===== config.mk =====
export PLATFORM = sky130hd
export DESIGN_NAME = ps_param_keeper_pipe
export DESIGN_NICKNAME = d
export VERILOG_FILES = /design/src/rtl/ps_param_keeper_pkg.sv /design/src/rtl/ps_skid_buffer.sv /design/src/rtl/ps_param_keeper_pipe.sv
export SDC_FILE = /design/constraint.sdc
export NUM_CORES = 1
export LEC_CHECK = 0
export BUFFER_PORTS_ARGS = -buffer_cell sky130_fd_sc_hd__buf_2
export CORE_UTILIZATION = 45
export DETAILED_ROUTE_END_ITERATION = 12
export PLACE_DENSITY = 0.69
export RECOVER_POWER = 50
export SLEW_MARGIN = 25
export SYNTH_ARGS = -nofsm -noshare
export SYNTH_HDL_FRONTEND = slang
export SYNTH_SLANG_ARGS = --single-unit

===== constraint.sdc =====
create_clock -name clk -period 3.3 [get_ports clk]
set_input_delay 0.99 -clock clk [delete_from_list [all_inputs] [get_ports clk]]
set_output_delay 0.99 -clock clk [all_outputs]
set_load 0.02 [all_outputs]

===== src/rtl/ps_param_keeper_pkg.sv =====
// Shared types and helpers for the PacketStream parameter keeper pipeline.
// Entry layout is {dat, eop, sop, pos, param}; widths come from the instantiating module.
package ps_param_keeper_pkg;

    localparam int DEF_DWIDTH = 8;
    localparam int DEF_PWIDTH = 8;
    localparam int DEF_CWIDTH = 16;
    localparam int FLAG_W     = 2;

    typedef enum logic [1:0] {
        BUF_EMPTY = 2'd0,
        BUF_ONE   = 2'd1,
        BUF_FULL  = 2'd2
    } buf_state_t;

    function automatic int entry_w(input int dw, input int pw, input int cw);
        return dw + pw + cw + FLAG_W;
    endfunction

    localparam int ENTRY_W = entry_w(DEF_DWIDTH, DEF_PWIDTH, DEF_CWIDTH);

    // Increment that sticks at the all-ones value of a 'width'-bit counter.
    function automatic logic [31:0] sat_inc(input logic [31:0] cnt, input int width);
        logic [31:0] max_val;
        if (width >= 32) begin
            max_val = '1;
        end else begin
            max_val = (32'd1 << width) - 32'd1;
        end
        if (cnt >= max_val) begin
            return max_val;
        end
        return cnt + 32'd1;
    endfunction

endpackage


===== src/rtl/ps_skid_buffer.sv =====
// Generic 2-entry registered buffer: main register drives the outputs, skid register
// absorbs the beat accepted while the consumer stalls. Ready and valid are both flops.
module ps_skid_buffer
    import ps_param_keeper_pkg::*;
#(
    parameter int WIDTH = 8
) (
    input  logic             clk,
    input  logic             reset_n,
    input  logic [WIDTH-1:0] i_dat,
    input  logic             i_val,
    output logic             i_rdy,
    output logic [WIDTH-1:0] o_dat,
    output logic             o_val,
    input  logic             o_rdy
);

    buf_state_t       state;
    buf_state_t       state_next;
    logic [WIDTH-1:0] main_dat;
    logic [WIDTH-1:0] skid_dat;
    logic             main_val;
    logic             rdy_q;
    logic             accept;
    logic             load_main;
    logic             load_skid;
    logic             main_from_skid;

    assign accept = i_val & rdy_q;
    assign i_rdy  = rdy_q;
    assign o_val  = main_val;
    assign o_dat  = main_dat;

    always_comb begin
        state_next     = state;
        load_main      = 1'b0;
        load_skid      = 1'b0;
        main_from_skid = 1'b0;
        case (state)
            BUF_EMPTY: begin
                if (accept) begin
                    load_main  = 1'b1;
                    state_next = BUF_ONE;
                end
            end
            BUF_ONE: begin
                if (accept && o_rdy) begin
                    load_main = 1'b1;
                end else if (accept) begin
                    load_skid  = 1'b1;
                    state_next = BUF_FULL;
                end else if (o_rdy) begin
                    state_next = BUF_EMPTY;
                end
            end
            BUF_FULL: begin
                if (o_rdy) begin
                    main_from_skid = 1'b1;
                    state_next     = BUF_ONE;
                end
            end
            default: begin
                state_next = BUF_EMPTY;
            end
        endcase
    end

    // Ready and valid are registered from the next state so neither side sees a comb path.
    always_ff @(posedge clk) begin
        if (!reset_n) begin
            state    <= BUF_EMPTY;
            rdy_q    <= 1'b0;
            main_val <= 1'b0;
            main_dat <= '0;
            skid_dat <= '0;
        end else begin
            state    <= state_next;
            rdy_q    <= (state_next != BUF_FULL);
            main_val <= (state_next != BUF_EMPTY);
            if (load_main) begin
                main_dat <= i_dat;
            end else if (main_from_skid) begin
                main_dat <= skid_dat;
            end
            if (load_skid) begin
                skid_dat <= i_dat;
            end
        end
    end

endmodule


===== src/rtl/ps_param_keeper_pipe.sv =====
// PacketStream parameter keeper: tags each accepted beat with its packet's parameters,
// SOP flag and beat index, then passes it through a fully registered skid buffer.
module ps_param_keeper_pipe
    import ps_param_keeper_pkg::*;
#(
    parameter int DWIDTH = 8,
    parameter int PWIDTH = 8,
    parameter int CWIDTH = 16
) (
    input  logic              clk,
    input  logic              reset_n,
    input  logic [PWIDTH-1:0] desired_param,
    input  logic [DWIDTH-1:0] i_dat,
    input  logic              i_val,
    input  logic              i_eop,
    output logic              i_rdy,
    output logic [DWIDTH-1:0] o_dat,
    output logic              o_val,
    output logic              o_eop,
    output logic              o_sop,
    output logic [CWIDTH-1:0] o_pos,
    output logic [PWIDTH-1:0] o_param,
    input  logic              o_rdy
);

    localparam int EW = entry_w(DWIDTH, PWIDTH, CWIDTH);

    typedef struct packed {
        logic [DWIDTH-1:0] dat;
        logic              eop;
        logic              sop;
        logic [CWIDTH-1:0] pos;
        logic [PWIDTH-1:0] param;
    } entry_t;

    logic              sop_flag;
    logic [CWIDTH-1:0] cnt;
    logic [CWIDTH-1:0] cnt_next;
    logic [PWIDTH-1:0] held_param;
    logic              accept;
    entry_t            in_entry;
    entry_t            out_entry;
    logic [EW-1:0]     out_vec;

    assign accept   = i_val & i_rdy;
    assign cnt_next = CWIDTH'(sat_inc(32'(cnt), CWIDTH));

    always_comb begin
        in_entry.dat   = i_dat;
        in_entry.eop   = i_eop;
        in_entry.sop   = sop_flag;
        in_entry.pos   = sop_flag ? '0 : cnt;
        in_entry.param = sop_flag ? desired_param : held_param;
    end

    // Parameters are latched only on the first beat, so later desired_param changes are ignored.
    always_ff @(posedge clk) begin
        if (!reset_n) begin
            sop_flag   <= 1'b1;
            cnt        <= '0;
            held_param <= '0;
        end else if (accept) begin
            if (sop_flag) begin
                held_param <= desired_param;
            end
            cnt      <= i_eop ? '0 : cnt_next;
            sop_flag <= i_eop;
        end
    end

    ps_skid_buffer #(
        .WIDTH (EW)
    ) u_skid (
        .clk     (clk),
        .reset_n (reset_n),
        .i_dat   (in_entry),
        .i_val   (i_val),
        .i_rdy   (i_rdy),
        .o_dat   (out_vec),
        .o_val   (o_val),
        .o_rdy   (o_rdy)
    );

    assign out_entry = out_vec;
    assign o_dat     = out_entry.dat;
    assign o_eop     = out_entry.eop;
    assign o_sop     = out_entry.sop;
    assign o_pos     = out_entry.pos;
    assign o_param   = out_entry.param;

endmodule


* Yosys cells after proc, flatten, opt, wreduce, memory -nomap -nowiden
Index checks and enable logic that the tools add are counted.
Word-level totals: register bits 97, logic and storage cells 39, bits of input ports 21, output and inout port bits 36
Operators by class: eq/ne operators 3, add/sub/neg operators 1, mux-type cells 21, reduce and logical (&&, ||, !) cells 4, bitwise gates (word level) 1, magnitude comparators 1
Operators by type and width (count):
- 2-to-1 mux 34 bit | 2
- 2-to-1 mux 16 bit | 4
- adder 16 x 1 -> 16 bit, second input constant | 1
- >= comparator 16 bit, second input constant | 1
- 2-to-1 mux 2 bit | 5
- 2-to-1 mux 8 bit | 1
- 2-to-1 mux 1 bit | 7
- one-hot mux 2 bit (3 select lines) | 1
- nonzero test 2 bit | 2
- equality test 2 x 1 -> 1 bit, second input constant | 1
- equality test 2 bit, second input constant | 1
- zero test 2 bit | 1
- != test 2 bit, second input constant | 1
- one-hot mux 1 bit (2 select lines) | 1
- AND 1 bit | 1
- logical AND 1 bit | 1

* Logic depth before layout (Yosys ltp)
Gate-level depths: netlist of run 1.
word-level depth 5, gate-level depth with buffers 7, mapped depth without buffers 5

* Hierarchy
Synthesis of run 1 repeated with hierarchy kept, for this count alone.
Unflattened totals: cells, all modules 517, area, all modules 4415.5 sq um
By module, submodules not included:
- ps_skid_buffer | cells an instance 358, sequential area each 1441.4 sq um, area an instance 3113.0 sq um, instances 1
- ps_param_keeper_pipe | cells an instance 159, sequential area each 500.5 sq um, area an instance 1302.5 sq um, instances 1

* Worst setup path after synthesis of run 1
OpenSTA, ideal clock, no wires.
path kind input to register, start in o_rdy, end reg u_skid.main_dat[7], in the netlist u_skid.o_dat[7], library setup time 0.079 ns, data arrival time 2.000 ns, path buffers 3, stages 7, path slack 1.221 ns, required time 3.221 ns, cells stage by stage buf_2 nor2b_2 or2_1 buf_2 buf_6 and3_1 a211oi_2
On the way: cells in the longest elaborated chain, start to end 4, elaborated cells on any way between the ends 7, those cells by class mux: 5; reduce/logical: 2
Ends and longest elaborated chain:
- start, declared | RTL line ps_param_keeper_pipe.sv:23 | input logic o_rdy
- logical AND 1 bit | RTL line ps_skid_buffer.sv:47 | if (accept && o_rdy) begin
- 2-to-1 mux 1 bit | RTL line ps_skid_buffer.sv:47
- one-hot mux 1 bit (2 select lines) | RTL line ps_skid_buffer.sv:39 | case (state)
- 2-to-1 mux 34 bit or nonzero test 2 bit (tied branches)
- end signal, assigned | RTL line ps_skid_buffer.sv:81 | main_dat <= i_dat;
- end signal, assigned | RTL line ps_skid_buffer.sv:83 | main_dat <= skid_dat;
- end, declared | RTL line ps_skid_buffer.sv:20 | logic [WIDTH-1:0] main_dat;
Several ways; a longest one is shown, not always the timed one. A chain may end at the register's enable or synchronous reset.

* Final worst setup path of run 1
start in i_val, end reg u_skid.skid_dat[0]
On the way: cells in the longest elaborated chain, start to end 4, elaborated cells on any way between the ends 5, those cells by class mux: 3; bitwise: 1; reduce/logical: 1
Ends and longest elaborated chain:
- start, declared | RTL line ps_param_keeper_pipe.sv:14 | input logic i_val,
- AND 1 bit (*) | RTL line ps_skid_buffer.sv:29 | assign accept = i_val & rdy_q;
- 2-to-1 mux 1 bit or logical AND 1 bit (tied branches) | RTL line ps_skid_buffer.sv:49, ps_skid_buffer.sv:47
- 2-to-1 mux 1 bit (*) | RTL line ps_skid_buffer.sv:47
- 2-to-1 mux 1 bit (*) | RTL line ps_skid_buffer.sv:39
- end signal, assigned | RTL line ps_skid_buffer.sv:86 | skid_dat <= i_dat;
- end, declared | RTL line ps_skid_buffer.sv:21 | logic [WIDTH-1:0] skid_dat;
Every way passes the cells marked *; elsewhere a longest branch is shown, timed or not.

==> results.yml, run 1 <==
status:
  status: "finished clean"
layout:
  diodes: 0
  num-fill-cells: 848
  syn2layout_area_growth_pct: 9.99
  final_cell_mix: "dfxtp_1, nand2_1, a21oi_1"
  multiInputGateArea_um2: 1880
  layout_commonest_cell: "dfxtp_1"
  ff_latch_area_um2: 1940
  final_area_um2: 4490
  fin_nets: 535
  drive_gt1_frac: 0.0927
floorplan:
  ioPinCount: 57
  fp-row-count: 34
  initial_core_util: 0.466
  die_w_um: 97.2
  die-area_um2: 9450
  die_y_um: 97.2
  core_um2: 8760
critical_path:
  critical_path_required_ps: 3560
  startpoint_type: "primary input"
  crit_family: "buffers and inverters"
  cp-end-kind: "flop"
  slowest_delay_ps: 630
  worstSetupPathType: "in -> reg"
  crit_fanout: 39
  slowest_stage: "clkbuf_2"
  crit_buf_inv: 3
  ff2ff_setup_slack_ps: 1170
  crit_chain: "clkbuf_1, and2_0, buf_4, and3_1, clkbuf_2, nor2_1, a211oi_1"
  crit_arrival_ps: 2790
synth:
  synth.top_cell.area_share: 0.476
  synth_cell_types: 46
  synth_fp_nets: 497
  yosys-top-cells-area: "dfxtp_1, nand2_1, a21oi_1"
  yosysSeqAreaShare: 0.476
  ys_seq_elements: 97
  synth_fa_ha_area_frac: 0.00307
  muxShareOfSynthArea: 0.0248
  synth-simple-area-share: 0.245
  synth_compound_area_frac: 0.198
  synth_cells: 475
  synth_top_family_by_area: "simple AND/OR/NAND/NOR gates"
  yosysTopAreaCell: "dfxtp_1"
  synth-xor-area-share: 0.00215
  yosys_warnings: 0
  syn_avg_cell_area_um2: 8.59
  synthesis.area_um2: 4080
timing:
  hold_violations: 0
  fin_skew_ps: 9.54
  setup_violations: 0
  rsz0062_at_grt: "no"
  slew_viol_final: 0
  worst_pin_slew_ps: 831
  fin_crit_sh: 0.766
  slew_headroom: 0.446
  max_freq_mhz: 396
  fin_crit_ps: 2530
  fin_tns_setup_ps: 0
place:
  place_area_um2: 4370
  gp_congestion: 0.825
  hpwl_mm: 6.18
  portBuffers: 56
global_route:
  antenna_found_initial: 0
  grtUsageTotal: 0.206
  grt_pass1_vias: 3172
  grt_overflow: 0
  grt_first_pass_wirelength_mm: 15.8
  grt_max_degree: 53
routing:
  routed_via_density: 5.68
  ant_nets: 0
  firstDrtPassIters: 4
  wl_met1_mm: 4.74
  met3_length_um: 470
  wl_per_cell_um: 15.2
  wl_met2_mm: 4.19
  dr.max_layer_used: "met4"
  drt_wl_total_mm: 9.50
  drc: 0
  vias: 3553
  drt_iter0_drc: 211
clock_tree:
  postCtsSetupRepairBufs: 0
  cts_tree: "done"
  clockBufferDepth: 2
  root_buffer: "clkbuf_8"
  cts_buffers: 9
  cts_resized: 0
  h-tree-depth: 3
  clock-sinks: 97
  path_clk_slew_ps: 90
  clock_latency_ps: 360
  holdBufCountCts: 0
power:
  cellPowerDensity_nw_per_um2: 503
  irDropWorstVdd_mv: 0.199
  p_leak_uw: 0.00149
job:
  cap_violations: 0
min_path:
  hold_class: "reg -> reg"
path summary, 6_finish.rpt:
kind                            start                   to  cells past startpoint
setup reg to reg         u_skid.i_rdy   u_skid.skid_dat[0]                      6
setup / recovery                i_val   u_skid.skid_dat[0]                      7
hold reg to reg   u_skid.skid_dat[13]  u_skid.skid_dat[13]                      2
hold / removal    u_skid.skid_dat[13]  u_skid.skid_dat[13]                      2
cells by family (layout without fill, tap and decap cells):
group	after synthesis	count (layout)
and+or+nand+nor	198	198
DFF	97	97
buffers and inverters	43	86
muxes	10	10
adders and majority gates	1	1
AOI/OAI and AO/OA	125	125
xor gates and xnor gates	1	1
synth_stat cells, drive strengths merged:
library cell / n
and2: 2
a31oi: 11
clkbuf: 14
nor4: 7
nand3b: 16
a21o: 1
nand2: 85
a22oi: 16
o21a: 1
nand4: 4
nor2b: 1
or3: 3
and3b: 1
nor3: 7
inv: 7
nand3: 24
o31a: 1
a311oi: 11
xnor2: 1
and4: 1
nor2: 33
and3: 12
a211oi: 25
o21ai: 10
mux2: 1
a31o: 1
ha: 1
mux2i: 9
or2: 2
a21oi: 47
o31ai: 1
dfxtp: 97
buf: 22
report_power, final:
part	leakage [uW]	switching, uW	internal (uW)	total (uW)
registers	0.000787	25.9	1200	1230
logic	0.000593	121	60.7	182
clock network	0.000107	397	450	847
total	0.00149	545	1710	2260
worst min-delay path, delay by kind of cell (launching register included):
| family | cells | cell delay [ps] |
|---|---|---|
| AO/OA/AOI/OAI | 1 | 50 |
| flip-flops | 1 | 320 |
| AND/OR/NAND/NOR | 1 | 50 |
metrics by stage:
| stage | util | hold WS (ps) | std cells | setup WS (ps) | total power (uW) |
|---|---|---|---|---|---|
| 2_1_floorplan | - | 432 | 475 | 1220 | 1380 |
| 3_3_place_gp | 0.498 | 438 | 610 | 688 | 1440 |
| 3_5_place_dp | 0.498 | 447 | 610 | 701 | 1440 |
| 4_1_cts | 0.524 | 459 | 626 | 1080 | 2280 |
| 5_1_grt | 0.512 | 476 | 626 | 578 | 2350 |
| 6_report | 0.512 | 456 | 626 | 772 | 2260 |
layout make-up:
type,count,share of cell area
Sequential cell,97,0.433
Multi-Input combinational cell,335,0.419
Clock inverter,4,0.0170
Timing Repair Buffer,63,0.0624
Clock buffer,12,0.0323
Tap cell,108,0.0301
Inverter,7,0.00585
per-layer routing:
metal / GRT usage / up-vias
li1: - / 1774
met1: 0.304 / 1674
met2: 0.304 / 97
met3: 0.0388 / 8
met4: 0.0633 / 0
met5: 0 / -
registers in the layout, indices dropped and copies added (netlist names):
register / flops
u_skid.o_dat: 34
u_skid.skid_dat: 34
cnt: 16
held_param: 8
u_skid.state: 2
sop_flag: 1
u_skid.i_rdy: 1
u_skid.o_val: 1
No activity file was read; power rests on OpenSTA's default activity.
==> run 2, diff against run 1 <==
==> constraint.sdc (replaced) <==
create_clock -name clk -period 2.6 [get_ports clk]
set_input_delay 0.78 -clock clk [delete_from_list [all_inputs] [get_ports clk]]
set_output_delay 0.78 -clock clk [all_outputs]
set_load 0.02 [all_outputs]
==> run 2 against run 1 <==
Utilization grew 0.53 points; cell area grew 1.0%; first-iteration DRC count grew 18%; routed wire length grew 1.3%; via count grew 1.2%; worst setup slack lost 270 ps; hold slack gained 0.89 ps.
==> results.yml, run 2 (synthesis gave the netlist of run 1 again) <==
critical_path:
  cp-end-kind: "flop"
  crit_arrival_ps: 2370
  slowest_delay_ps: 330
  crit_fanout: 27
  worstSetupPathType: "in -> reg"
  startpoint_type: "primary input"
  regToRegEndpoint: "cnt[11]"
  ff2ff_setup_slack_ps: 630
  slowest_stage: "clkbuf_2"
  critical_path_required_ps: 2870
  r2r_start: "cnt[5]"
  rr_worst_depth: 4
  crit_chain: "clkbuf_1, nand3b_1, or2_1, clkbuf_2, and3_1, a211oi_1"
clock_tree:
  clock_latency_ps: 360
  cts_buffers: 9
  holdBufCountCts: 0
  h-tree-depth: 3
  cts_tree: "done"
  path_clk_slew_ps: 100
  clock-sinks: 97
  postCtsSetupRepairBufs: 0
  cts_resized: 0
  clockBufferDepth: 2
  root_buffer: "clkbuf_8"
timing:
  slew_headroom: 0.480
  fin_crit_sh: 0.806
  timing.final.ws_setup_ps: 505
  worst_pin_slew_ps: 778
  fin_tns_setup_ps: 0
  slew_viol_final: 0
  hold_violations: 0
  fin_skew_ps: 10.3
  max_freq_mhz: 477
  fin_crit_ps: 2100
  rsz0062_at_grt: "no"
  setup_violations: 0
global_route:
  grt_overflow: 0
  grt_pass1_vias: 3268
  grt_first_pass_wirelength_mm: 15.8
  antenna_found_initial: 0
  grt_max_degree: 61
  grtUsageTotal: 0.206
layout:
  fin_nets: 538
  layout_commonest_cell: "dfxtp_1"
  final_cells: 629
  diodes: 0
  final_cell_mix: "dfxtp_1, nand2_1, a21oi_1"
  drive_gt1_frac: 0.104
  syn2layout_area_growth_pct: 11.1
place:
  gp_congestion: 0.756
  post-place-ws_ps: 259
  hpwl_mm: 6.25
  portBuffers: 56
  dp.cells: 613
floorplan:
  die_w_um: 97.2
  die-area_um2: 9450
  core_um2: 8760
  fp-row-count: 34
  die_y_um: 97.2
  initial_core_util: 0.466
  ioPinCount: 57
routing:
  ant_nets: 0
  drt_wl_total_mm: 9.62
  drt_iter0_drc: 248
  wl_per_cell_um: 15.3
  firstDrtPassIters: 5
  vias: 3595
  routed_via_density: 5.72
  drc: 0
min_path:
  min_from: "u_skid.skid_dat[9]"
  hold_end: "u_skid.skid_dat[9]"
  hold_class: "reg -> reg"
  hold_path_depth: 2
status:
  status: "finished clean"
power:
  p_leak_uw: 0.00152
  irDropWorstVdd_mv: 0.318
  cellPowerDensity_nw_per_um2: 621
job:
  cap_violations: 0
-- run 2: cell types whose count changed in the layout (fill, tap and decap cells not counted), sizes merged --
cell | previous run | this run
bufinv | 2 | 1
clkbuf | 51 | 48
buf | 24 | 27
inv | 7 | 11
-- run 2: worst max-delay path: cells and delay by family --
kind | cells | cell delay (ps)
buf+inv | 2 | 540
compound gates | 1 | 220
simple gates | 3 | 820
-- run 2: metal layers --
metal,routed length [um],vias up,global-route usage
met3,491,9,0.0432
met1,4640,1693,0.289
li1,-,1785,-
met2,4360,108,0.314
met4,131,0,0.0747
met5,0,-,0
-- run 2: metrics by stage --
stage | util | power [uW] | hold WS (ps) | cell area [um2]
6_report | 0.518 | 2810 | 457 | 4540
5_1_grt | 0.518 | 2920 | 479 | 4540
4_1_cts | 0.528 | 2850 | 459 | 4630
3_5_place_dp | 0.505 | 1840 | 445 | 4420
3_3_place_gp | 0.504 | 1830 | 439 | 4420
2_1_floorplan | - | 1750 | 432 | 4080
-- run 2: report_power, final --
group | switching, uW | internal, uW
clock network | 560 | 464
registers | 23.6 | 1520
logic | 162 | 80.6
-- run 2: cell type report --
class,count,area [um2]
clock buffers,9,124
flip-flops and latches,97,1940
fillers,848,4230
clock inverters,7,83.8
inverters,7,26.3
repair buffers,66,325
multi-input cells,335,1900
well taps,108,135
-- run 2: worst max path at each step --
stage          start                   to  slack, ps  depth (start not counted)
2_1_floorplan  o_rdy      u_skid.o_dat[7]        730                          7
3_3_place_gp   i_val     u_skid.o_dat[17]        250                          5
3_5_place_dp   i_val  u_skid.skid_dat[24]        260                          6
4_1_cts        i_val  u_skid.skid_dat[10]        650                          6
5_1_grt        i_val      u_skid.o_dat[7]        400                          6
6_report       i_val      u_skid.o_dat[7]        500                          6
==> run 3, diff against run 2 <==
--- a/config.mk
+++ b/config.mk
@@ -8,7 +8,7 @@
 export BUFFER_PORTS_ARGS = -buffer_cell sky130_fd_sc_hd__buf_2
 export CORE_UTILIZATION = 45
 export DETAILED_ROUTE_END_ITERATION = 12
-export PLACE_DENSITY = 0.69
+export PLACE_DENSITY = 0.72
 export RECOVER_POWER = 50
 export SLEW_MARGIN = 25
 export SYNTH_ARGS = -nofsm -noshare
==> constraint.sdc (replaced) <==
create_clock -name clk -period 1.8 [get_ports clk]
set_input_delay 0.54 -clock clk [delete_from_list [all_inputs] [get_ports clk]]
set_output_delay 0.54 -clock clk [all_outputs]
set_load 0.02 [all_outputs]
==> run 3 against run 2 <==
Sequential cell count stayed put; critical path depth is 1 lower; first-iteration DRC count decreased by 21%; clock-buffer cell count is the same; critical endpoint unchanged; die area is the same.
==> results.yml, run 3 (synthesis gave the netlist of run 1 again) <==
status:
  status: "finished clean"
power:
  netSwitchingFraction: 0.264
  p_int_uw: 3010
  p_leak_uw: 0.00167
  combPwrFrac: 0.093
  cellPowerDensity_nw_per_um2: 857
  fin_total_pwr_uw: 4090
  clockPowerShare: 0.361
  irDropWorstVdd_mv: 0.385
  p_seq_frac: 0.546
  p_sw_uw: 1080
layout:
  final_area_um2: 4780
  diodes: 0
  layout_commonest_cell: "dfxtp_1"
  final_cells: 651
  syn2layout_area_growth_pct: 17.0
  ff_latch_area_um2: 1940
  num-fill-cells: 812
  fin_nets: 560
  drive_gt1_frac: 0.145
  final_util: 0.545
  multiInputGateArea_um2: 1920
  final_cell_mix: "dfxtp_1, nand2_1, a21oi_1"
place:
  gp_congestion: 0.834
  place_area_um2: 4630
  hpwl_mm: 6.70
  dp.cells: 635
  portBuffers: 56
global_route:
  grtUsageTotal: 0.216
  grt_first_pass_wirelength_mm: 16.6
  grt_overflow: 0
  antenna_found_initial: 0
  grt_max_degree: 51
  grt_pass1_vias: 3395
routing:
  drt_wl_total_mm: 9.81
  ant_nets: 0
  vias: 3686
  firstDrtPassIters: 4
  wl_per_cell_um: 15.1
  drt_iter0_drc: 196
  routed_via_density: 5.66
  drc: 0
clock_tree:
  h-tree-depth: 3
  path_clk_slew_ps: 100
  clock-sinks: 97
  cts_buffers: 9
  clockBufferDepth: 2
  postCtsSetupRepairBufs: 0
  holdBufCountCts: 0
  cts_resized: 0
  cts_tree: "done"
  clock_latency_ps: 370
  root_buffer: "clkbuf_8"
floorplan:
  core_um2: 8760
  initial_core_util: 0.466
  fp-row-count: 34
  die_w_um: 97.2
  die_y_um: 97.2
  ioPinCount: 57
  die-area_um2: 9450
critical_path:
  startpoint_type: "flop"
  crit_arrival_ps: 1930
  crit_fanout: 27
  cp-end-kind: "flop"
  startpoint: "u_skid.i_rdy"
  crit_chain: "nand3b_1, or2_0, buf_12, and3_1, a211oi_2"
  ff2ff_setup_slack_ps: 150
  slowest_delay_ps: 470
  r2r_start: "u_skid.i_rdy"
  critical_path_required_ps: 2080
  worstSetupPathType: "reg -> reg"
  crit_path_end: "u_skid.o_dat[7]"
  slowest_stage: "dfxtp_1"
  rr_worst_depth: 5
  regToRegEndpoint: "u_skid.o_dat[7]"
timing:
  slew_headroom: 0.648
  hold_violations: 0
  fin_crit_ps: 1650
  slew_viol_final: 0
  rsz0062_at_grt: "no"
  max_freq_mhz: 607
  worst_pin_slew_ps: 528
  fin_skew_ps: 8.01
  fin_crit_sh: 0.916
  fin_tns_setup_ps: 0
  setup_violations: 0
job:
  cap_violations: 0
min_path:
  hold_class: "in -> reg"
[run 3: worst min-delay path by stage]
stage | startpoint | end | slack [ps] | depth (start not counted)
CTS | i_dat[7] | u_skid.skid_dat[33] | 410 | 3
global placement | u_skid.skid_dat[10] | u_skid.skid_dat[10] | 440 | 2
global route | i_dat[7] | u_skid.skid_dat[33] | 410 | 3
finish | i_dat[7] | u_skid.skid_dat[33] | 410 | 3
floorplan | u_skid.skid_dat[12] | u_skid.skid_dat[12] | 430 | 2
detailed placement | u_skid.skid_dat[10] | u_skid.skid_dat[10] | 440 | 2
[run 3: per-stage QoR]
step / hold slack, ps / setup slack, ps
final: 412 / 151
after global routing: 406 / 35.3
after CTS: 406 / 158
after detailed placement: 444 / -28.8
after global placement: 438 / 55.0
after floorplan: 432 / 171
[run 3: power groups by stage]
stage          logic, uW  registers [uW]  clock network [uW]
2_1_floorplan        211            2320                   0
4_1_cts              395            2240                1520
5_1_grt              417            2240                1610
3_3_place_gp         386            2280                   0
3_5_place_dp         392            2280                   0
6_report             382            2230                1480
[run 3: final cells by class]
| cell class | instances | area share |
|---|---|---|
| inverters | 7 | 0.00550 |
| well taps | 108 | 0.0283 |
| flip-flops and latches | 97 | 0.407 |
| clock inverters | 7 | 0.0178 |
| repair buffers | 88 | 0.114 |
| multi-input cells | 335 | 0.402 |
| clock buffers | 9 | 0.0259 |
[run 3: worst max-delay path, delay by kind of cell, from the launching register on]
| family | cells | cell delay (ps) |
|---|---|---|
| AO/OA/AOI/OAI | 1 | 210 |
| buffers and inverters | 1 | 180 |
| flip-flops | 1 | 470 |
| AND/OR/NAND/NOR | 3 | 710 |
[run 3: per-layer routing]
| layer | track usage | share of wire | up-vias |
|---|---|---|---|
| li1 | - | - | 1834 |
| met1 | 0.295 | 0.47 | 1749 |
| met2 | 0.340 | 0.48 | 95 |
| met3 | 0.0460 | 0.041 | 8 |
| met4 | 0.0735 | 0.0097 | 0 |
| met5 | 0 | 0 | - |
